--- config.mk ---
export PLATFORM = sky130hd
export DESIGN_NAME = ps2_hex_key_rx
export DESIGN_NICKNAME = d
export VERILOG_FILES = /design/src/rtl/ps2_hex_key_rx.sv
export SDC_FILE = /design/constraint.sdc
export NUM_CORES = 1
export LEC_CHECK = 0
export CORE_ASPECT_RATIO = 1.25
export CORE_MARGIN = 2
export CORE_UTILIZATION = 35
export CTS_CLUSTER_DIAMETER = 200
export DETAILED_ROUTE_END_ITERATION = 7
export HOLD_SLACK_MARGIN = 0.02
export PLACE_DENSITY_LB_ADDON = 0.08
export REMOVE_ABC_BUFFERS = 1
export SYNTH_ARGS = -nofsm -noshare
export SYNTH_HDL_FRONTEND = slang
export SYNTH_SLANG_ARGS = --single-unit
--- constraint.sdc ---
create_clock -name clk -period 3.4 [get_ports clk]
set_input_delay 0.68 -clock clk [delete_from_list [all_inputs] [get_ports clk]]
set_output_delay 0.68 -clock clk [all_outputs]
set_load 0.05 [all_outputs]
--- src/rtl/ps2_hex_key_rx.sv ---
// PS/2 set-2 receiver that decodes hex-digit make codes into a first-word-fall-through nibble FIFO.
// Optional macro PS2_PARITY_CHECK_EN enables odd-parity checking of each received frame.
module ps2_hex_key_rx #(
    parameter int FIFO_DEPTH     = 8,
    parameter int TIMEOUT_CYCLES = 50000
) (
    input  logic                          clk,
    input  logic                          rst,
    input  logic                          ps2_clk,
    input  logic                          ps2_data,
    input  logic                          rd_en,
    input  logic                          clr,
    output logic [3:0]                    key_data,
    output logic                          key_valid,
    output logic [$clog2(FIFO_DEPTH):0]   key_count,
    output logic                          overflow,
    output logic                          frame_err
);
    localparam int PW = $clog2(FIFO_DEPTH);
    localparam int CW = PW + 1;
    localparam int TW = $clog2(TIMEOUT_CYCLES + 1);

    typedef enum logic [1:0] {IDLE, RECV, CHECK} state_t;

    state_t        state, state_nx;
    logic [2:0]    clk_sync;
    logic [1:0]    dat_sync;
    logic          fall, bit_in, timeout, frame_ok;
    logic [3:0]    bit_cnt;
    logic [9:0]    shreg;
    logic [TW-1:0] idle_cnt;
    logic          break_flag, ext_flag;
    logic [3:0]    nib;
    logic          hit, push;

    // Sync chain resets to the idle-high line level so release never fakes an edge
    always_ff @(posedge clk or posedge rst) begin
        if (rst) begin
            clk_sync <= '1;
            dat_sync <= '1;
        end else begin
            clk_sync <= {clk_sync[1:0], ps2_clk};
            dat_sync <= {dat_sync[0], ps2_data};
        end
    end

    assign fall    = clk_sync[2] & ~clk_sync[1];
    assign bit_in  = dat_sync[1];
    assign timeout = (idle_cnt == TW'(TIMEOUT_CYCLES));

`ifdef PS2_PARITY_CHECK_EN
    assign frame_ok = shreg[9] & (^shreg[8:0]);
`else
    assign frame_ok = shreg[9];
`endif

    always_ff @(posedge clk or posedge rst) begin
        if (rst) state <= IDLE;
        else     state <= state_nx;
    end

    always_comb begin
        state_nx = state;
        case (state)
            IDLE:    if (fall && !bit_in) state_nx = RECV;
            RECV:    if (timeout) state_nx = IDLE;
                     else if (fall && bit_cnt == 4'd10) state_nx = CHECK;
            CHECK:   state_nx = IDLE;
            default: state_nx = IDLE;
        endcase
    end

    always_comb begin
        frame_err = ((state == CHECK) && !frame_ok) || ((state == RECV) && timeout);
        push      = (state == CHECK) && frame_ok && !break_flag && !ext_flag && hit;
    end

    // Shift is LSB-first: after ten edges shreg = {stop, parity, data[7:0]}
    always_ff @(posedge clk or posedge rst) begin
        if (rst) begin
            bit_cnt    <= '0;
            shreg      <= '0;
            idle_cnt   <= '0;
            break_flag <= 1'b0;
            ext_flag   <= 1'b0;
        end else begin
            case (state)
                IDLE: begin
                    idle_cnt <= '0;
                    if (fall && !bit_in) bit_cnt <= 4'd1;
                end
                RECV: begin
                    if (fall) begin
                        shreg    <= {bit_in, shreg[9:1]};
                        bit_cnt  <= bit_cnt + 4'd1;
                        idle_cnt <= '0;
                    end else begin
                        idle_cnt <= idle_cnt + 1'b1;
                    end
                end
                CHECK: begin
                    if (frame_ok) begin
                        if (shreg[7:0] == 8'hF0)      break_flag <= 1'b1;
                        else if (shreg[7:0] == 8'hE0) ext_flag   <= 1'b1;
                        else if (break_flag || ext_flag) begin
                            break_flag <= 1'b0;
                            ext_flag   <= 1'b0;
                        end
                    end
                end
                default: ;
            endcase
        end
    end

    always_comb begin
        hit = 1'b1;
        nib = 4'h0;
        case (shreg[7:0])
            8'h45: nib = 4'h0;  8'h16: nib = 4'h1;  8'h1E: nib = 4'h2;  8'h26: nib = 4'h3;
            8'h25: nib = 4'h4;  8'h2E: nib = 4'h5;  8'h36: nib = 4'h6;  8'h3D: nib = 4'h7;
            8'h3E: nib = 4'h8;  8'h46: nib = 4'h9;  8'h1C: nib = 4'hA;  8'h32: nib = 4'hB;
            8'h21: nib = 4'hC;  8'h23: nib = 4'hD;  8'h24: nib = 4'hE;  8'h2B: nib = 4'hF;
            default: hit = 1'b0;
        endcase
    end

    logic [3:0]    mem [FIFO_DEPTH];
    logic [PW-1:0] wr_ptr, rd_ptr;
    logic [CW-1:0] count;
    logic          do_pop, full, do_push;

    assign full    = (count == CW'(FIFO_DEPTH));
    assign do_pop  = rd_en && (count != '0);
    assign do_push = push && (!full || do_pop);

    always_ff @(posedge clk) begin
        if (do_push && !clr) mem[wr_ptr] <= nib;
    end

    // clr outranks any same-cycle push or pop
    always_ff @(posedge clk or posedge rst) begin
        if (rst) begin
            wr_ptr   <= '0;
            rd_ptr   <= '0;
            count    <= '0;
            overflow <= 1'b0;
        end else if (clr) begin
            wr_ptr   <= '0;
            rd_ptr   <= '0;
            count    <= '0;
            overflow <= 1'b0;
        end else begin
            if (do_push) wr_ptr <= wr_ptr + 1'b1;
            if (do_pop)  rd_ptr <= rd_ptr + 1'b1;
            if (do_push && !do_pop)      count <= count + 1'b1;
            else if (do_pop && !do_push) count <= count - 1'b1;
            if (push && full && !do_pop) overflow <= 1'b1;
        end
    end

    assign key_valid = (count != '0);
    assign key_count = count;
    assign key_data  = key_valid ? mem[rd_ptr] : 4'h0;
endmodule

==> flow_summary.ini, run 1 <==
[sta]
fmax_mhz = 309
setup_slack_ns = 0.162
report.final.setup_viol = 0
period_needed_ns = 3.24
finalHoldViolations = 0
finalCritPeriodShare_pct = 95.2
slew_headroom_pct = 36.7
clock_skew_ns = 0.00559
rsz0062_at_grt = no
finalSetupTns_ns = 0
tightest_slew_ns = 0.947
slew_violations = 0

[cts]
clockRootBuffer = clkbuf_16
cts_tree = yes
holdBufCountCts = 0
clock_latency_ns = 0.33
clockBufferDepth = 2
clock-sinks = 82
cts.repair.resized = 0
htreeDepth = 3
path_clk_slew_ns = 0.06
post_cts_buffers = 0
numCtsBuffers = 9

[setup_path]
reg2reg_to = key_count[3]
cp_slowest_stage_delay_ns = 0.57
critical-path-top-delay-family = simple AND/OR/NAND/NOR gates
crit_required_ns = 2.72
path_buf_inv = 2
crit_path_top_delay_cell = or4b_2
cp.arrival_ns = 2.56
crit_path_end_kind = primary output
path_class = flip-flop to primary output
r2r_slack_ns = 0.41
reg2reg_depth = 11
start_kind = flip-flop
cp_max_fo = 6
r2r_start = shreg[3]
cp_cell_sequence = inv_1 -> ha_1 -> or4b_2 -> or4_1 -> o22ai_1 -> buf_12

[layout]
register_area_um2 = 2220
antenna_cells = 0
final_area_um2 = 4730
multi_input_area_um2 = 1740
finalNetCount = 405
area_growth_pct = 15.1
drive_above_1_share_pct = 14.2
fillers = 1150

[global_routing]
met1_usage_pct = 16.3
overflow = 0
grt_max_degree = 51
grt-busiest-layer = met2
gr-usage-met2_pct = 24.9
antenna_found_initial = 0
grt_pass1_vias = 2690
grt_pass1_wl_um = 13700
grt_use_met3_pct = 2.18
track_usage_pct = 14.0

[floorplan]
die_w_um = 101
fp.dieH_um = 125
rows = 44
num_io_pins = 17
core-area_um2 = 11600
dieArea_um2 = 12600
start_util_pct = 35.6

[drt]
first_iter_violations = 222
vias = 2776
drcViolationCount = 0
wl_per_cell_um = 15.5
firstDrtPassIters = 4
vias_per_cell = 5.21
detail-route-antenna-nets = 0
wl_um = 8280

[synthesis]
syn-cell-area_um2 = 4110
syn_avg_cell_area_um2 = 11.1
synth_edf_count = 32
synth-seq-cells = 82
ys_seq_area_share_pct = 54.0
synthCells = 371
ys_types = 56
ys_warn_count = 0
async_reset_ff_share_pct = 61.0
dominantRegCellSynth = dfrtp_1

[power]
power_mw = 3.37
leakage_nw = 1.83
power_density_nw_per_um2 = 712
peakVddDrop_uv = 298

[hold_path]
hold_class = flip-flop to flip-flop
hold_depth = 0
min-delay-start = dat_sync[0]
hold_end = dat_sync[1]

[place]
port_buffers = 16
place.gp.congestion = 0.742
dp_worst_setup_slack_ns = 0.361
dpl-instance-area_um2 = 4450
dpl.hpwl_um = 5910

[run]
max_cap_violations = 0

[status]
status = finished clean
[worst max-delay path by stage]
stage	slack [ns]	startpoint	cells past startpoint	end
after floorplan	0.22	key_count[0]	10	key_count[3]
after global placement	0.40	shreg[3]	11	key_count[3]
after detailed placement	0.36	rd_en	11	key_count[3]
after CTS	0.12	idle_cnt[0]	6	frame_err
after global routing	0.04	idle_cnt[0]	6	frame_err
final	0.16	idle_cnt[0]	6	frame_err
[cells by family after synthesis]
family | synth area share, %
compound gates | 9.89
buf+inv | 3.68
simple gates | 17.8
mux | 9.40
xor+xnor | 2.34
fa+ha+maj | 2.92
flops | 54.0
[cells in the mapped netlist, types with 2 or more instances]
cell / count / area share, %
a21oi_1: 12 / 1.5
a31oi_1: 3 / 0.46
and3_1: 7 / 1.1
buf_2: 4 / 0.49
clkbuf_1: 13 / 1.2
dfrtp_1: 45 / 27
dfstp_2: 5 / 3.2
edfxtp_1: 32 / 23
ha_1: 8 / 2.4
inv_1: 16 / 1.5
mux2_1: 4 / 1.1
mux2_2: 9 / 2.5
mux2i_1: 6 / 1.5
mux4_2: 8 / 4.4
nand2_1: 30 / 2.7
nand2b_1: 11 / 1.7
nand3_1: 7 / 0.85
nand3b_1: 4 / 0.73
nand4_1: 3 / 0.46
nor2_1: 50 / 4.6
nor2b_1: 6 / 0.91
nor3_1: 7 / 0.85
nor3b_1: 2 / 0.37
nor4_1: 7 / 1.1
o21ai_0: 23 / 2.8
o22ai_1: 3 / 0.46
o31ai_1: 5 / 0.91
o41ai_1: 2 / 0.43
or3_1: 2 / 0.30
or4_1: 2 / 0.37
xnor2_1: 5 / 1.1
xor2_1: 6 / 1.3
[layout make-up]
cell class / instances / area share (%)
inverter: 16 / 1.27
timing repair buffer: 28 / 5.50
tap: 138 / 3.65
clock inverter: 3 / 0.846
sequential: 82 / 46.9
clock buffer: 13 / 5.08
multi-input combinational: 253 / 36.8
[routing by layer]
metal  wire length, um  vias to the layer above
met5                 0                        -
met4               144                        0
met3               167                       11
met2              4470                       29
met1              3490                     1366
li1                  -                     1370
[cell usage in the layout (no fill, tap or decap), types with 11 or more instances in the layout]
| master | n |
|---|---|
| clkdlybuf4s50_1 | 15 |
| inv_1 | 15 |
| nand2b_1 | 11 |
| nand2_1 | 30 |
| edfxtp_1 | 32 |
| a21oi_1 | 12 |
| dfrtp_1 | 45 |
| nor2_1 | 50 |
| o21ai_0 | 23 |
| buf_4 | 12 |
[state kept, by name (all words and copies together), names as in the netlist]
signal	flops
overflow	1
ext_flag	1
idle_cnt	16
rd_ptr	3
wr_ptr	3
break_flag	1
state	2
bit_cnt	4
shreg	10
dat_sync	2
clk_sync	3
mem	32
key_count	4
[stage by stage]
step           cells  hold slack [ns]  util (%)
2_1_floorplan    351            0.345         -
3_3_place_gp     517            0.348      38.5
3_5_place_dp     517            0.348      38.5
4_1_cts          533            0.360      40.9
5_1_grt          533            0.364      40.9
6_report         533            0.356      40.9
[power by group]
part,switching [mW],internal (mW),total [mW]
logic,0.614,0.466,1.08
registers,0.202,1.17,1.37
clock network,0.357,0.567,0.925
total,1.17,2.20,3.37
Power figures use the tool's default switching activity.
==> inputs of run 2 (changes only) <==
--- a/config.mk
+++ b/config.mk
@@ -13,6 +13,7 @@
 export HOLD_SLACK_MARGIN = 0.02
 export PLACE_DENSITY_LB_ADDON = 0.08
 export REMOVE_ABC_BUFFERS = 1
+export SKIP_CTS_REPAIR_TIMING = 1
 export SYNTH_ARGS = -nofsm -noshare
 export SYNTH_HDL_FRONTEND = slang
 export SYNTH_SLANG_ARGS = --single-unit
==> constraint.sdc (replaced) <==
create_clock -name clk -period 2.9 [get_ports clk]
set_input_delay 0.58 -clock clk [delete_from_list [all_inputs] [get_ports clk]]
set_output_delay 0.58 -clock clk [all_outputs]
set_load 0.05 [all_outputs]
==> run 2 against run 1 <==
  * Routed wire length grew 3.9%
  * Sequential cell count is the same
  * Power grew 23%
  * Die area is the same
  * Register-to-register slack lost 0.32 ns
  * Non-clock buffer count grew 25
  * Clock-buffer cell count shrank 2
  * Clock power grew 14%
==> flow_summary.ini, run 2 (synthesized netlist as in run 1, its figures left out) <==
[global_routing]
grt_max_degree = 27
grt_pass1_vias = 2927
antenna_found_initial = 0
track_usage_pct = 14.8
overflow = 0
grt_pass1_wl_um = 14600

[layout]
layout_commonest_cell = nor2_1
largest_reg_flops = 32
finalNetCount = 430
most-common-layout-cells = nor2_1 (50), dfrtp_1 (44), buf_4 (40)
drive_above_1_share_pct = 23.3
fillers = 1127
utilization_pct = 43.2
antenna_cells = 0
top_register = mem
final_area_um2 = 5000
top_regs = mem (32), idle_cnt (16), shreg (10)
area_growth_pct = 21.6

[power]
power_frac_comb_pct = 37.2
leakage_nw = 1.98
pwr-share-seq_pct = 37.6
power_density_nw_per_um2 = 830
sw_frac_of_total_pct = 35.7
clkPwrFrac_pct = 25.2
switchingPower_mw = 1.48
p_int_mw = 2.67
peakVddDrop_uv = 364

[floorplan]
num_io_pins = 17
fp.dieH_um = 125
die_w_um = 101
rows = 44
dieArea_um2 = 12600
core-area_um2 = 11600
start_util_pct = 35.6

[cts]
path_clk_slew_ns = 0.06
clockRootBuffer = clkbuf_16
clockBufferDepth = 2
clock_latency_ns = 0.33
htreeDepth = 3
cts_tree = yes
clock-sinks = 82
numCtsBuffers = 9

[sta]
clock_skew_ns = 0.00845
period_needed_ns = 2.81
slew_violations = 0
tightest_slew_ns = 0.596
finalCritPeriodShare_pct = 96.9
fmax_mhz = 356
setup_slack_ns = 0.0911
report.final.setup_viol = 0
slew_headroom_pct = 60.2
finalHoldViolations = 0

[place]
dp_worst_setup_slack_ns = -0.0108
port_buffers = 16
place.gp.congestion = 0.821
dpl.hpwl_um = 6240
dpl-instance-area_um2 = 4630

[setup_path]
worstSetupEndpoint = key_count[3]
path_class = flip-flop to flip-flop
cp_max_fo = 4
crit_required_ns = 3.12
cp-startpoint = shreg[7]
r2r_slack_ns = 0.09
r2r_start = shreg[7]
reg2reg_to = key_count[3]
reg2reg_depth = 11
crit_path_end_kind = flip-flop
start_kind = flip-flop
cp.arrival_ns = 3.02

[drt]
wl_per_cell_um = 15.4
drcViolationCount = 0
vias = 2875
wl_um = 8600
detail-route-antenna-nets = 0
first_iter_violations = 95
vias_per_cell = 5.15
firstDrtPassIters = 4

[run]
max_cap_violations = 0

[hold_path]
hold_class = flip-flop to flip-flop

[status]
status = finished clean
-- run 2: cell count changes in the layout (fill, tap and decap cells not counted), moves of 2 or more --
| cell | before | now |
|---|---|---|
| buf_4 | 12 | 40 |
| clkbuf_1 | 4 | 1 |
| clkdlybuf4s50_1 | 15 | 10 |
| ha_1 | 8 | 6 |
| ha_4 | 0 | 2 |
| or4b_4 | 0 | 2 |
-- run 2: metal layers --
| layer | vias up | GRT usage [%] | part of all wire [%] |
|---|---|---|---|
| met4 | 0 | 7.00 | 2.3 |
| met3 | 14 | 2.07 | 1.6 |
| li1 | 1420 | - | - |
| met2 | 28 | 26.1 | 53 |
| met5 | - | 0 | 0 |
| met1 | 1413 | 17.6 | 43 |
-- run 2: area by class of cell --
| cell class | instances | area [um^2] | share of cell area (%) |
|---|---|---|---|
| Clock buffer | 11 | 243 | 4.86 |
| Clock inverter | 5 | 31.3 | 0.626 |
| Inverter | 16 | 60.1 | 1.20 |
| Multi-Input combinational cell | 253 | 1820 | 36.4 |
| Sequential cell | 82 | 2220 | 44.4 |
| Tap cell | 138 | 173 | 3.45 |
| Timing Repair Buffer | 53 | 452 | 9.04 |
-- run 2: worst max-delay path, cell delays in order (launching register included) --
cell and delay (ns):
dfrtp_1 0.40, or3b_4 0.46, a2111oi_4 0.35, a31oi_4 0.08, a31oi_4 0.24, nand2_2 0.10, ha_4 0.21, a21o_1 0.16
a21oi_2 0.14, nor2_1 0.05, mux2i_1 0.16, mux2_1 0.34
-- run 2: power by group through the flow --
stage	logic, mW	clock network [mW]	registers [mW]
6_report	1.54	1.05	1.56
5_1_grt	1.69	1.12	1.60
4_1_cts	1.50	1.07	1.56
3_5_place_dp	1.49	0	1.58
3_3_place_gp	1.49	0	1.58
2_1_floorplan	0.847	0	1.66
-- run 2: how the worst min path moves through the flow --
stage / from / endpoint / cells after the start
after floorplan: clk_sync[0] / clk_sync[1] / 0
after global placement: dat_sync[0] / dat_sync[1] / 0
after detailed placement: dat_sync[0] / dat_sync[1] / 0
after CTS: dat_sync[0] / dat_sync[1] / 0
after global routing: dat_sync[0] / dat_sync[1] / 0
final: clk_sync[0] / clk_sync[1] / 0
-- run 2: through the flow --
stage	instances	total power [mW]	hold slack, ns	TNS, ns
2_1_floorplan	351	2.51	0.345	-0.423
3_3_place_gp	540	3.07	0.346	0
3_5_place_dp	540	3.08	0.347	-0.0108
4_1_cts	556	4.13	0.356	-0.202
5_1_grt	558	4.41	0.357	-0.0225
6_report	558	4.15	0.355	0
==> inputs of run 3 (changes only) <==
--- a/config.mk
+++ b/config.mk
@@ -12,7 +12,6 @@
 export DETAILED_ROUTE_END_ITERATION = 7
 export HOLD_SLACK_MARGIN = 0.02
 export PLACE_DENSITY_LB_ADDON = 0.08
-export REMOVE_ABC_BUFFERS = 1
 export SKIP_CTS_REPAIR_TIMING = 1
 export SYNTH_ARGS = -nofsm -noshare
 export SYNTH_HDL_FRONTEND = slang
==> run 3 against run 2 <==
  * Global-route usage shrank 0.19 points
  * First-iteration DRC count decreased by 24%
  * Routed wire length up 0.19%
  * Worst hold slack gained 0.00065 ns
  * Cell area shrank 0.10%
  * Clock-buffer cell count shrank 1
  * Worst setup slack lost 0.013 ns
  * Clock skew up 0.0018 ns
  * Critical path depth decreased by 5
  * Core utilization barely moved
  * Largest power group unchanged
==> flow_summary.ini, run 3 (synthesized netlist as in run 1, its figures left out) <==
[setup_path]
crit_path_top_delay_cell = or4_4
r2r_slack_ns = 0.15
reg2reg_to = key_count[3]
path_class = flip-flop to primary output
reg2reg_depth = 11
cp_max_fo = 3
cp_cell_sequence = inv_1 -> ha_1 -> or4b_4 -> or4_4 -> o22ai_4 -> buf_12
r2r_start = shreg[6]
start_kind = flip-flop
cp_slowest_stage_delay_ns = 0.58
crit_path_end_kind = primary output
cp.arrival_ns = 2.24
crit_required_ns = 2.32

[drt]
vias = 2838
firstDrtPassIters = 4
wl_um = 8610
vias_per_cell = 5.12
wl_per_cell_um = 15.5
first_iter_violations = 72
detail-route-antenna-nets = 0
drcViolationCount = 0

[layout]
layout_commonest_cell = nor2_1
area_growth_pct = 21.5
utilization_pct = 43.2
finalNetCount = 426
antenna_cells = 0
drive_above_1_share_pct = 23.3
top_register = mem
most-common-layout-cells = nor2_1 (50), dfrtp_1 (44), buf_4 (36)
top_regs = mem (32), idle_cnt (16), shreg (10)
final_area_um2 = 4990
fillers = 1117
largest_reg_flops = 32

[sta]
tightest_slew_ns = 0.649
finalCritPeriodShare_pct = 97.3
period_needed_ns = 2.82
fmax_mhz = 354
slew_violations = 0
setup_slack_ns = 0.0785
clock_skew_ns = 0.0103
report.final.setup_viol = 0
finalHoldViolations = 0
slew_headroom_pct = 56.8
rsz0062_at_grt = no

[global_routing]
grt_pass1_wl_um = 14300
overflow = 0
track_usage_pct = 14.6
antenna_found_initial = 0
grt_max_degree = 51
grt_pass1_vias = 2974

[floorplan]
rows = 44
core-area_um2 = 11600
fp.dieH_um = 125
start_util_pct = 35.6
dieArea_um2 = 12600
num_io_pins = 17
die_w_um = 101

[hold_path]
min-delay-start = clk_sync[0]
hold_class = flip-flop to flip-flop
hold_depth = 0
hold_end = clk_sync[1]

[synthesis]
syn_nets = 386

[place]
place.gp.congestion = 0.813
port_buffers = 16
dpl.hpwl_um = 6200
dp_worst_setup_slack_ns = 0.0128
dpl-instance-area_um2 = 4580

[cts]
clockBufferDepth = 2
htreeDepth = 3
clock-sinks = 82
numCtsBuffers = 9
clockRootBuffer = clkbuf_16
clock_latency_ns = 0.34
cts_tree = yes
path_clk_slew_ns = 0.06

[power]
peakVddDrop_uv = 397
power_density_nw_per_um2 = 846
leakage_nw = 1.97

[run]
max_cap_violations = 0

[status]
status = finished clean
## run 3: critical path, delay by kind of cell (launching register included)
kind	cells	cell delay, ns
simple gates	2	1.02
flops	1	0.37
buf+inv	2	0.23
fa+ha+maj	1	0.14
compound gates	1	0.14
## run 3: cell type report
cell class | instances | area, um^2 | share of cell area, %
clock buffer | 10 | 239 | 4.79
multi-input combinational | 253 | 1830 | 36.7
sequential | 82 | 2220 | 44.5
clock inverter | 6 | 56.3 | 1.13
tap | 138 | 173 | 3.46
inverter | 16 | 60.1 | 1.20
timing repair buffer | 49 | 412 | 8.24
## run 3: worst max-delay path by stage
stage,from,to,cells past startpoint
6_report,idle_cnt[0],frame_err,6
5_1_grt,idle_cnt[0],frame_err,6
4_1_cts,idle_cnt[1],frame_err,6
3_5_place_dp,rd_en,key_count[3],11
3_3_place_gp,rd_en,key_count[3],11
2_1_floorplan,shreg[6],key_count[3],12
## run 3: per-stage QoR
step	cells	power (mW)	TNS [ns]	hold slack (ns)
finish	554	4.22	0	0.356
global route	554	4.47	0	0.361
global placement	534	3.04	0	0.346
detailed placement	534	3.06	0	0.347
CTS	550	4.20	-0.183	0.357
floorplan	371	2.58	-0.0789	0.345
## run 3: power by group
| part | internal (mW) | switching (mW) | total, mW |
|---|---|---|---|
| logic | 0.686 | 0.835 | 1.52 |
| registers | 1.37 | 0.208 | 1.58 |
| clock network | 0.682 | 0.444 | 1.13 |
## run 3: metal layers
| layer | vias up | wire length, um | GRT usage, % |
|---|---|---|---|
| li1 | 1407 | - | - |
| met1 | 1395 | 3590 | 16.0 |
| met2 | 22 | 4670 | 26.2 |
| met3 | 14 | 137 | 2.40 |
| met4 | 0 | 218 | 8.43 |
| met5 | - | 0 | 0 |
